===== src/rtl/jtag_pkg.sv =====
// Shared types and constants for the JTAG-to-AHB-Lite debug bridge.
package jtag_pkg;

  localparam int unsigned REGISTER_SIZE = 32;
  localparam int unsigned IR_SIZE       = 4;
  localparam int unsigned STATE_SIZE    = 4;

  // Reset value of the IDCODE register; bit 0 must be 1.
  localparam logic [REGISTER_SIZE-1:0] IDCODE_DEFAULT = 32'h1000_0001;

  // Instruction opcodes as they sit in the IR after shifting.
  localparam logic [IR_SIZE-1:0] OP_BYPASS = 4'b0000;
  localparam logic [IR_SIZE-1:0] OP_IDCODE = 4'b1000;
  localparam logic [IR_SIZE-1:0] OP_ADDR   = 4'b0100;
  localparam logic [IR_SIZE-1:0] OP_WDATA  = 4'b1100;
  localparam logic [IR_SIZE-1:0] OP_RDATA  = 4'b0010;

  // Value loaded into the IR shift register on Capture-IR.
  localparam logic [IR_SIZE-1:0] IR_CAPTURE = 4'b0001;

  localparam logic [1:0] HTRANS_IDLE   = 2'b00;
  localparam logic [1:0] HTRANS_NONSEQ = 2'b10;

  // Standard 1149.1 TAP state encoding.
  typedef enum logic [STATE_SIZE-1:0] {
    TapExit2Dr    = 4'h0,
    TapExit1Dr    = 4'h1,
    TapShiftDr    = 4'h2,
    TapPauseDr    = 4'h3,
    TapSelectIr   = 4'h4,
    TapUpdateDr   = 4'h5,
    TapCaptureDr  = 4'h6,
    TapSelectDr   = 4'h7,
    TapExit2Ir    = 4'h8,
    TapExit1Ir    = 4'h9,
    TapShiftIr    = 4'hA,
    TapPauseIr    = 4'hB,
    TapRunIdle    = 4'hC,
    TapUpdateIr   = 4'hD,
    TapCaptureIr  = 4'hE,
    TapTestLogicReset = 4'hF
  } tap_state_e;

  typedef enum logic [1:0] {
    BusIdle = 2'b00,
    BusAddr = 2'b01,
    BusData = 2'b10
  } bus_state_e;

  typedef enum logic [2:0] {
    InstrBypass,
    InstrIdcode,
    InstrAddr,
    InstrWdata,
    InstrRdata
  } instr_e;

  // Unknown opcodes fall back to BYPASS.
  function automatic instr_e decode_instr(input logic [IR_SIZE-1:0] op);
    instr_e res;
    case (op)
      OP_IDCODE: res = InstrIdcode;
      OP_ADDR:   res = InstrAddr;
      OP_WDATA:  res = InstrWdata;
      OP_RDATA:  res = InstrRdata;
      default:   res = InstrBypass;
    endcase
    return res;
  endfunction

endpackage


===== src/rtl/jtag_if.sv =====
// AHB-Lite master/slave signal bundle used by the debug bridge.
interface jtag_if
  import jtag_pkg::*;
();

  logic                     HREADY;
  logic                     HRESP;
  logic [REGISTER_SIZE-1:0] HRDATA;
  logic [REGISTER_SIZE-1:0] HADDR;
  logic                     HWRITE;
  logic [1:0]               HTRANS;
  logic [REGISTER_SIZE-1:0] HWDATA;

  modport master (
    input  HREADY,
    input  HRESP,
    input  HRDATA,
    output HADDR,
    output HWRITE,
    output HTRANS,
    output HWDATA
  );

  modport slave (
    output HREADY,
    output HRESP,
    output HRDATA,
    input  HADDR,
    input  HWRITE,
    input  HTRANS,
    input  HWDATA
  );

endinterface


===== src/rtl/jtag_tap_fsm.sv =====
// IEEE 1149.1 TAP state machine: one transition per rising TCK, steered by TMS.
module jtag_tap_fsm
  import jtag_pkg::*;
(
  input  logic       tck,
  input  logic       rst,
  input  logic       tms,
  output tap_state_e state
);

  // Standard TAP transition table; reset parks in Test-Logic-Reset.
  always_ff @(posedge tck) begin
    if (rst) begin
      state <= TapTestLogicReset;
    end else begin
      case (state)
        TapTestLogicReset: state <= tms ? TapTestLogicReset : TapRunIdle;
        TapRunIdle:        state <= tms ? TapSelectDr : TapRunIdle;
        TapSelectDr:       state <= tms ? TapSelectIr : TapCaptureDr;
        TapCaptureDr:      state <= tms ? TapExit1Dr : TapShiftDr;
        TapShiftDr:        state <= tms ? TapExit1Dr : TapShiftDr;
        TapExit1Dr:        state <= tms ? TapUpdateDr : TapPauseDr;
        TapPauseDr:        state <= tms ? TapExit2Dr : TapPauseDr;
        TapExit2Dr:        state <= tms ? TapUpdateDr : TapShiftDr;
        TapUpdateDr:       state <= tms ? TapSelectDr : TapRunIdle;
        TapSelectIr:       state <= tms ? TapTestLogicReset : TapCaptureIr;
        TapCaptureIr:      state <= tms ? TapExit1Ir : TapShiftIr;
        TapShiftIr:        state <= tms ? TapExit1Ir : TapShiftIr;
        TapExit1Ir:        state <= tms ? TapUpdateIr : TapPauseIr;
        TapPauseIr:        state <= tms ? TapExit2Ir : TapPauseIr;
        TapExit2Ir:        state <= tms ? TapUpdateIr : TapShiftIr;
        TapUpdateIr:       state <= tms ? TapSelectDr : TapRunIdle;
        default:           state <= TapTestLogicReset;
      endcase
    end
  end

endmodule


===== src/rtl/jtag.sv =====
// JTAG TAP to AHB-Lite bridge: IR/DR scan datapath plus a single-outstanding bus master.
module jtag
  import jtag_pkg::*;
#(
  // Bit 0 must stay 1 so hosts can tell IDCODE from BYPASS.
  parameter logic [REGISTER_SIZE-1:0] IDCODE_VALUE = IDCODE_DEFAULT
) (
  input  logic   TCK,
  input  logic   RST,
  input  logic   TMS,
  input  logic   TDI,
  output logic   TDO,
  jtag_if.master bus
);

  tap_state_e               state;
  instr_e                   instr;
  logic [IR_SIZE-1:0]       ir_q;
  logic [IR_SIZE-1:0]       ir_sr_q;
  logic [REGISTER_SIZE-1:0] dr_sr_q;
  logic [REGISTER_SIZE-1:0] capture_val;
  logic                     bypass_q;
  logic [REGISTER_SIZE-1:0] addr_q;
  logic [REGISTER_SIZE-1:0] wdata_q;
  logic [REGISTER_SIZE-1:0] rdata_q;
  logic                     write_q;
  bus_state_e               bus_q;

  jtag_tap_fsm u_tap (
    .tck   (TCK),
    .rst   (RST),
    .tms   (TMS),
    .state (state)
  );

  assign instr = decode_instr(ir_q);

  // Select the register image loaded into the DR shifter on Capture-DR.
  always_comb begin
    capture_val = '0;
    case (instr)
      InstrIdcode: capture_val = IDCODE_VALUE;
      InstrAddr:   capture_val = addr_q;
      InstrWdata:  capture_val = wdata_q;
      InstrRdata:  capture_val = rdata_q;
      default:     capture_val = '0;
    endcase
  end

  // IR and DR shift paths, driven by the current TAP state.
  always_ff @(posedge TCK) begin
    if (RST) begin
      ir_q     <= OP_IDCODE;
      ir_sr_q  <= '0;
      dr_sr_q  <= '0;
      bypass_q <= 1'b0;
    end else begin
      case (state)
        TapTestLogicReset: ir_q <= OP_IDCODE;
        TapCaptureIr:      ir_sr_q <= IR_CAPTURE;
        TapShiftIr:        ir_sr_q <= {TDI, ir_sr_q[IR_SIZE-1:1]};
        TapUpdateIr:       ir_q <= ir_sr_q;
        TapCaptureDr: begin
          dr_sr_q  <= capture_val;
          bypass_q <= 1'b0;
        end
        TapShiftDr: begin
          if (instr == InstrBypass) begin
            bypass_q <= TDI;
          end else begin
            dr_sr_q <= {TDI, dr_sr_q[REGISTER_SIZE-1:1]};
          end
        end
        default: ;
      endcase
    end
  end

  // Update-DR effects and the IDLE -> ADDR -> DATA bus sequencer. Updates that
  // arrive while a transfer is in flight are dropped so HADDR/HWDATA stay stable.
  always_ff @(posedge TCK) begin
    if (RST) begin
      addr_q  <= '0;
      wdata_q <= '0;
      rdata_q <= '0;
      write_q <= 1'b0;
      bus_q   <= BusIdle;
    end else begin
      case (bus_q)
        BusIdle: begin
          if (state == TapUpdateDr) begin
            case (instr)
              InstrAddr: addr_q <= dr_sr_q;
              InstrWdata: begin
                wdata_q <= dr_sr_q;
                write_q <= 1'b1;
                bus_q   <= BusAddr;
              end
              InstrRdata: begin
                write_q <= 1'b0;
                bus_q   <= BusAddr;
              end
              default: ;
            endcase
          end
        end
        BusAddr: begin
          if (bus.HREADY) begin
            bus_q <= BusData;
          end
        end
        BusData: begin
          if (bus.HREADY) begin
            if (!write_q && !bus.HRESP) begin
              rdata_q <= bus.HRDATA;
            end
            bus_q <= BusIdle;
          end
        end
        default: bus_q <= BusIdle;
      endcase
    end
  end

  assign bus.HADDR  = addr_q;
  assign bus.HWDATA = wdata_q;
  assign bus.HTRANS = (bus_q == BusAddr) ? HTRANS_NONSEQ : HTRANS_IDLE;
  assign bus.HWRITE = (bus_q == BusAddr) && write_q;

  // TDO exposes bit 0 of whichever shifter is active; quiet otherwise.
  always_comb begin
    TDO = 1'b0;
    case (state)
      TapShiftDr: TDO = (instr == InstrBypass) ? bypass_q : dr_sr_q[0];
      TapShiftIr: TDO = ir_sr_q[0];
      default:    TDO = 1'b0;
    endcase
  end

endmodule


===== src/flat_wrapper.sv =====
// flat-port wrapper written by rule: the top's interface ports become plain ports
module jtag_flat import jtag_pkg::*;
#(
                                                            
  parameter logic [REGISTER_SIZE-1:0] IDCODE_VALUE = IDCODE_DEFAULT
)
  (TCK, RST, TMS, TDI, TDO, bus_HREADY, bus_HRESP, bus_HRDATA, bus_HADDR, bus_HWRITE, bus_HTRANS, bus_HWDATA);
  jtag_if bus_i ();
  input  logic TCK;
  input  logic RST;
  input  logic TMS;
  input  logic TDI;
  output logic TDO;
  input wire logic [$bits(bus_i.HREADY)-1:0] bus_HREADY;
  input wire logic [$bits(bus_i.HRESP)-1:0] bus_HRESP;
  input wire logic [$bits(bus_i.HRDATA)-1:0] bus_HRDATA;
  output wire logic [$bits(bus_i.HADDR)-1:0] bus_HADDR;
  output wire logic [$bits(bus_i.HWRITE)-1:0] bus_HWRITE;
  output wire logic [$bits(bus_i.HTRANS)-1:0] bus_HTRANS;
  output wire logic [$bits(bus_i.HWDATA)-1:0] bus_HWDATA;
  assign bus_i.HREADY = bus_HREADY;
  assign bus_i.HRESP = bus_HRESP;
  assign bus_i.HRDATA = bus_HRDATA;
  assign bus_HADDR = bus_i.HADDR;
  assign bus_HWRITE = bus_i.HWRITE;
  assign bus_HTRANS = bus_i.HTRANS;
  assign bus_HWDATA = bus_i.HWDATA;
  jtag #(.IDCODE_VALUE(IDCODE_VALUE)) u_core (.TCK(TCK), .RST(RST), .TMS(TMS), .TDI(TDI), .TDO(TDO), .bus(bus_i));
endmodule

===== config.mk =====
export PLATFORM = sky130hd
export DESIGN_NAME = jtag_flat
export DESIGN_NICKNAME = d
export VERILOG_FILES = /design/src/rtl/jtag_pkg.sv /design/src/rtl/jtag_if.sv /design/src/rtl/jtag_tap_fsm.sv /design/src/rtl/jtag.sv /design/src/flat_wrapper.sv
export SDC_FILE = /design/constraint.sdc
export NUM_CORES = 1
export LEC_CHECK = 0
export CAP_MARGIN = 40
export CORE_MARGIN = 2
export CORE_UTILIZATION = 53
export DETAILED_ROUTE_END_ITERATION = 16
export PLACE_DENSITY = 0.91
export SLEW_MARGIN = 20
export SYNTH_ARGS = -nofsm -noshare
export SYNTH_HDL_FRONTEND = slang
export SYNTH_SLANG_ARGS = --single-unit

===== constraint.sdc =====
create_clock -name TCK -period 1.9 [get_ports TCK]
set_input_delay 0.38 -clock TCK [delete_from_list [all_inputs] [get_ports TCK]]
set_output_delay 0.38 -clock TCK [all_outputs]
set_load 0.02 [all_outputs]

==> flow_summary.json <==
{
  "hold_path_class": "input port to flop",
  "drt-total-wl_mm": 17.9,
  "violations": "setup timing",
  "root_buffer": "clkbuf_16",
  "clockBufferDepth": 2,
  "end_kind": "output pin",
  "num_antenna_cells": 0,
  "vias": 5686,
  "die_area_um2": 12600,
  "fin_nets": 832,
  "first_global_vias": 5688,
  "htreeDepth": 4,
  "r2r-start": "u_core.ir_q[2]$_SDFFE_PP0P_",
  "p_leak_nw": 3.35,
  "via_per_inst": 5.99,
  "hold_viol_final": 0,
  "clock-sinks": 144,
  "fin_crit_ps": 2160,
  "port-buffer-count": 104,
  "hp-start": "RST",
  "max_freq_mhz": 463,
  "holdBufCountCts": 0,
  "critPathKind": "flop to output pin",
  "crit_slowest_cell": "dfxtp_4",
  "worst_r2r_path_depth": 6,
  "ys_seq_area_share_pct": 46.5,
  "tightest_slew_ps": 588,
  "ir_worst_vdd_mv": 0.590,
  "max_cap_viol_count": 0,
  "syn_area_um2": 6200,
  "rr_endpoint": "u_core.dr_sr_q[15]$_SDFFE_PP0P_",
  "first_iter_violations": 423,
  "critPathMaxStageDelay_ps": 360,
  "cts.clk_slew.worst_paths_ps": 60,
  "std_cell_rows": 39,
  "grt_start_max_net_pins": 45,
  "dp_cells": 913,
  "die_height_um": 112,
  "clk_latency_ps": 420,
  "yosysWarningCount": 0,
  "cp_max_fo": 4,
  "syn-num-nets": 720,
  "die_x_um": 112,
  "async_flop_share_pct": 0,
  "ys_seq_elements": 144,
  "status": "finished with violations",
  "place_congestion": 0.829,
  "rsz0062_at_grt": "yes",
  "r2r_slack_ps": 40,
  "arrival_ps": 1780,
  "syn_to_final_growth_pct": 31.1,
  "maxSlewViolCount": 0,
  "finClkSkew_ps": 8.12,
  "start_util_pct": 54.3,
  "max_slew_margin_pct": 60.7,
  "grt_util_all_layers_pct": 27.8,
  "yosys_most_used_dff": "dfxtp_1",
  "hpwl_mm": 10.7,
  "overflow": 0,
  "worstSetupStartpoint": "u_core.ir_q[2]$_SDFFE_PP0P_",
  "synth-edff-count": 0,
  "synthCells": 682,
  "drc": 0,
  "avgSynthCellArea_um2": 9.09,
  "worstPathCellList": "nor4b_4 -> a21o_2 -> mux2i_1 -> o21ai_1 -> buf_2",
  "drtAntennaViolNets": 0,
  "grt_pass1_wl_mm": 28.2,
  "tritoncts": "done",
  "period_share_pct": 114,
  "dp_slack_ps": -172,
  "crit_end": "TDO",
  "final-setup-viol-count": 1,
  "finalNonFillerCells": 950,
  "firstDrtPassIters": 6,
  "core_um2": 11400,
  "drive_gt1_share_pct": 12.1,
  "antenna_found_initial": 0,
  "powerDensity_nw_per_um2": 845,
  "pin_count": 106,
  "post_drt_wl_per_cell_um": 18.8,
  "setup_slack_ps": -260,
  "crit_required_ps": 1520,
  "cts_buffers": 17,
  "ys_types": 49,
  "startpoint_type": "flop"
}
-- what timing repair did --
action                     in CTS  in global routing
gates cloned                    1                  1
buffers inserted                0                  3
gates resized for setup         9                 11
setup endpoints to repair      35                 68
pin swaps                       3                  4
-- worst max-delay path, delay by kind of cell (launching register included) --
| family | cells | cell delay [ps] |
|---|---|---|
| compound gates | 2 | 260 |
| mux | 1 | 290 |
| buf+inv | 1 | 160 |
| simple gates | 1 | 290 |
| flops | 1 | 360 |
-- state kept, by name (all words and copies together) (netlist names) --
signal,count
u_core.rdata_q,32
u_core.bus_q,2
u_core.u_tap.state,4
u_core.ir_sr_q,4
u_core.dr_sr_q,32
u_core.ir_q,4
u_core.bypass_q,1
u_core.bus.HWDATA,32
u_core.bus.HADDR,32
u_core.write_q,1
-- area by class of cell --
class	instances	area, um^2
flip-flops and latches	144	2890
repair buffers	149	1430
clock inverters	9	106
clock buffers	23	488
multi-input cells	476	3020
fillers	823	3290
inverters	6	22.5
well taps	143	179
-- power breakdown --
part           internal (mW)  total (mW)  switching [mW]
logic                  0.218       0.446           0.228
registers               3.05        3.09          0.0385
clock network           2.07        3.33            1.26
total                   5.34        6.87            1.53
-- cells by family (layout without fill, tap and decap cells) --
group,after synthesis,after routing,share of synthesized area [%]
and+or+nand+nor,250,251,18.1
AOI/OAI and AO/OA,160,161,19.2
DFF,144,144,46.5
buffers and inverters,64,187,5.99
muxes,63,63,10.2
other,1,1,0.0605
-- per-stage QoR --
stage / TNS, ps / hold slack (ps) / instance area, um^2 / utilization [%] / power (mW)
after floorplan: 0 / 432 / 6200 / - / 3.39
after global placement: -496 / 443 / 7440 / 65.1 / 3.55
after detailed placement: -2900 / 447 / 7440 / 65.1 / 3.57
after CTS: -205 / 237 / 8050 / 70.5 / 6.86
after global routing: -358 / 277 / 8130 / 71.2 / 7.03
final: -260 / 268 / 8130 / 71.2 / 6.87
-- cell usage after synthesis, types with 2 or more instances --
cell type | number | area, um^2
or2b_1 | 2 | 15.0
nor2b_1 | 4 | 25.0
o211ai_1 | 3 | 22.5
a211o_1 | 30 | 263
inv_1 | 6 | 22.5
dfxtp_1 | 144 | 2880
a21oi_1 | 73 | 365
nor3b_1 | 4 | 30.0
o21ai_0 | 4 | 20.0
a21boi_0 | 2 | 15.0
nand2_1 | 138 | 518
nor4bb_1 | 2 | 20.0
o221a_1 | 30 | 338
a21oi_2 | 2 | 17.5
buf_2 | 24 | 120
nand3_1 | 8 | 40.0
buf_6 | 10 | 113
o211a_1 | 2 | 20.0
o31a_1 | 2 | 17.5
nor3_1 | 4 | 20.0
nor4b_2 | 3 | 45.0
buf_4 | 7 | 52.6
a31oi_1 | 2 | 12.5
nor2_1 | 70 | 263
a221oi_1 | 2 | 17.5
nor2_2 | 2 | 12.5
and2_1 | 2 | 12.5
clkbuf_1 | 17 | 63.8
mux2i_1 | 63 | 631
-- per-layer routing --
layer	vias to the layer above	part of all wire (%)	track usage, %	wire [um]
met5	-	0	0	0
met4	0	2.6	13.4	473
met3	38	7.7	4.70	1370
met2	285	50	47.9	8970
met1	2744	40	33.7	7070
li1	2619	-	-	-
-- worst min-delay path by stage --
stage                                      end  cells past startpoint  slack [ps]
5_1_grt            u_core.ir_q[2]$_SDFFE_PP0P_                      2         280
3_3_place_gp    u_core.rdata_q[3]$_SDFFE_PP0P_                      2         440
3_5_place_dp   u_core.rdata_q[26]$_SDFFE_PP0P_                      2         450
4_1_cts            u_core.ir_q[2]$_SDFFE_PP0P_                      2         240
6_report           u_core.ir_q[2]$_SDFFE_PP0P_                      2         270
2_1_floorplan   u_core.rdata_q[0]$_SDFFE_PP0P_                      2         430
-- cells in the final DEF (no fill, tap or decap), types with 3 or more instances in the layout --
cell	instances
a211o_1	30
a21oi_1	73
buf_12	4
buf_4	40
clkbuf_16	17
clkbuf_8	4
clkdlybuf4s50_1	100
clkinv_2	3
clkinvlp_4	3
dfxtp_1	141
inv_1	6
mux2i_1	63
nand2_1	138
nand3_1	8
nor2_1	70
nor2b_1	3
nor3_1	4
nor3b_1	4
nor4b_4	4
o211ai_1	3
o21ai_0	3
o221a_1	30
Note: power is estimated with default switching activity, not from simulation.
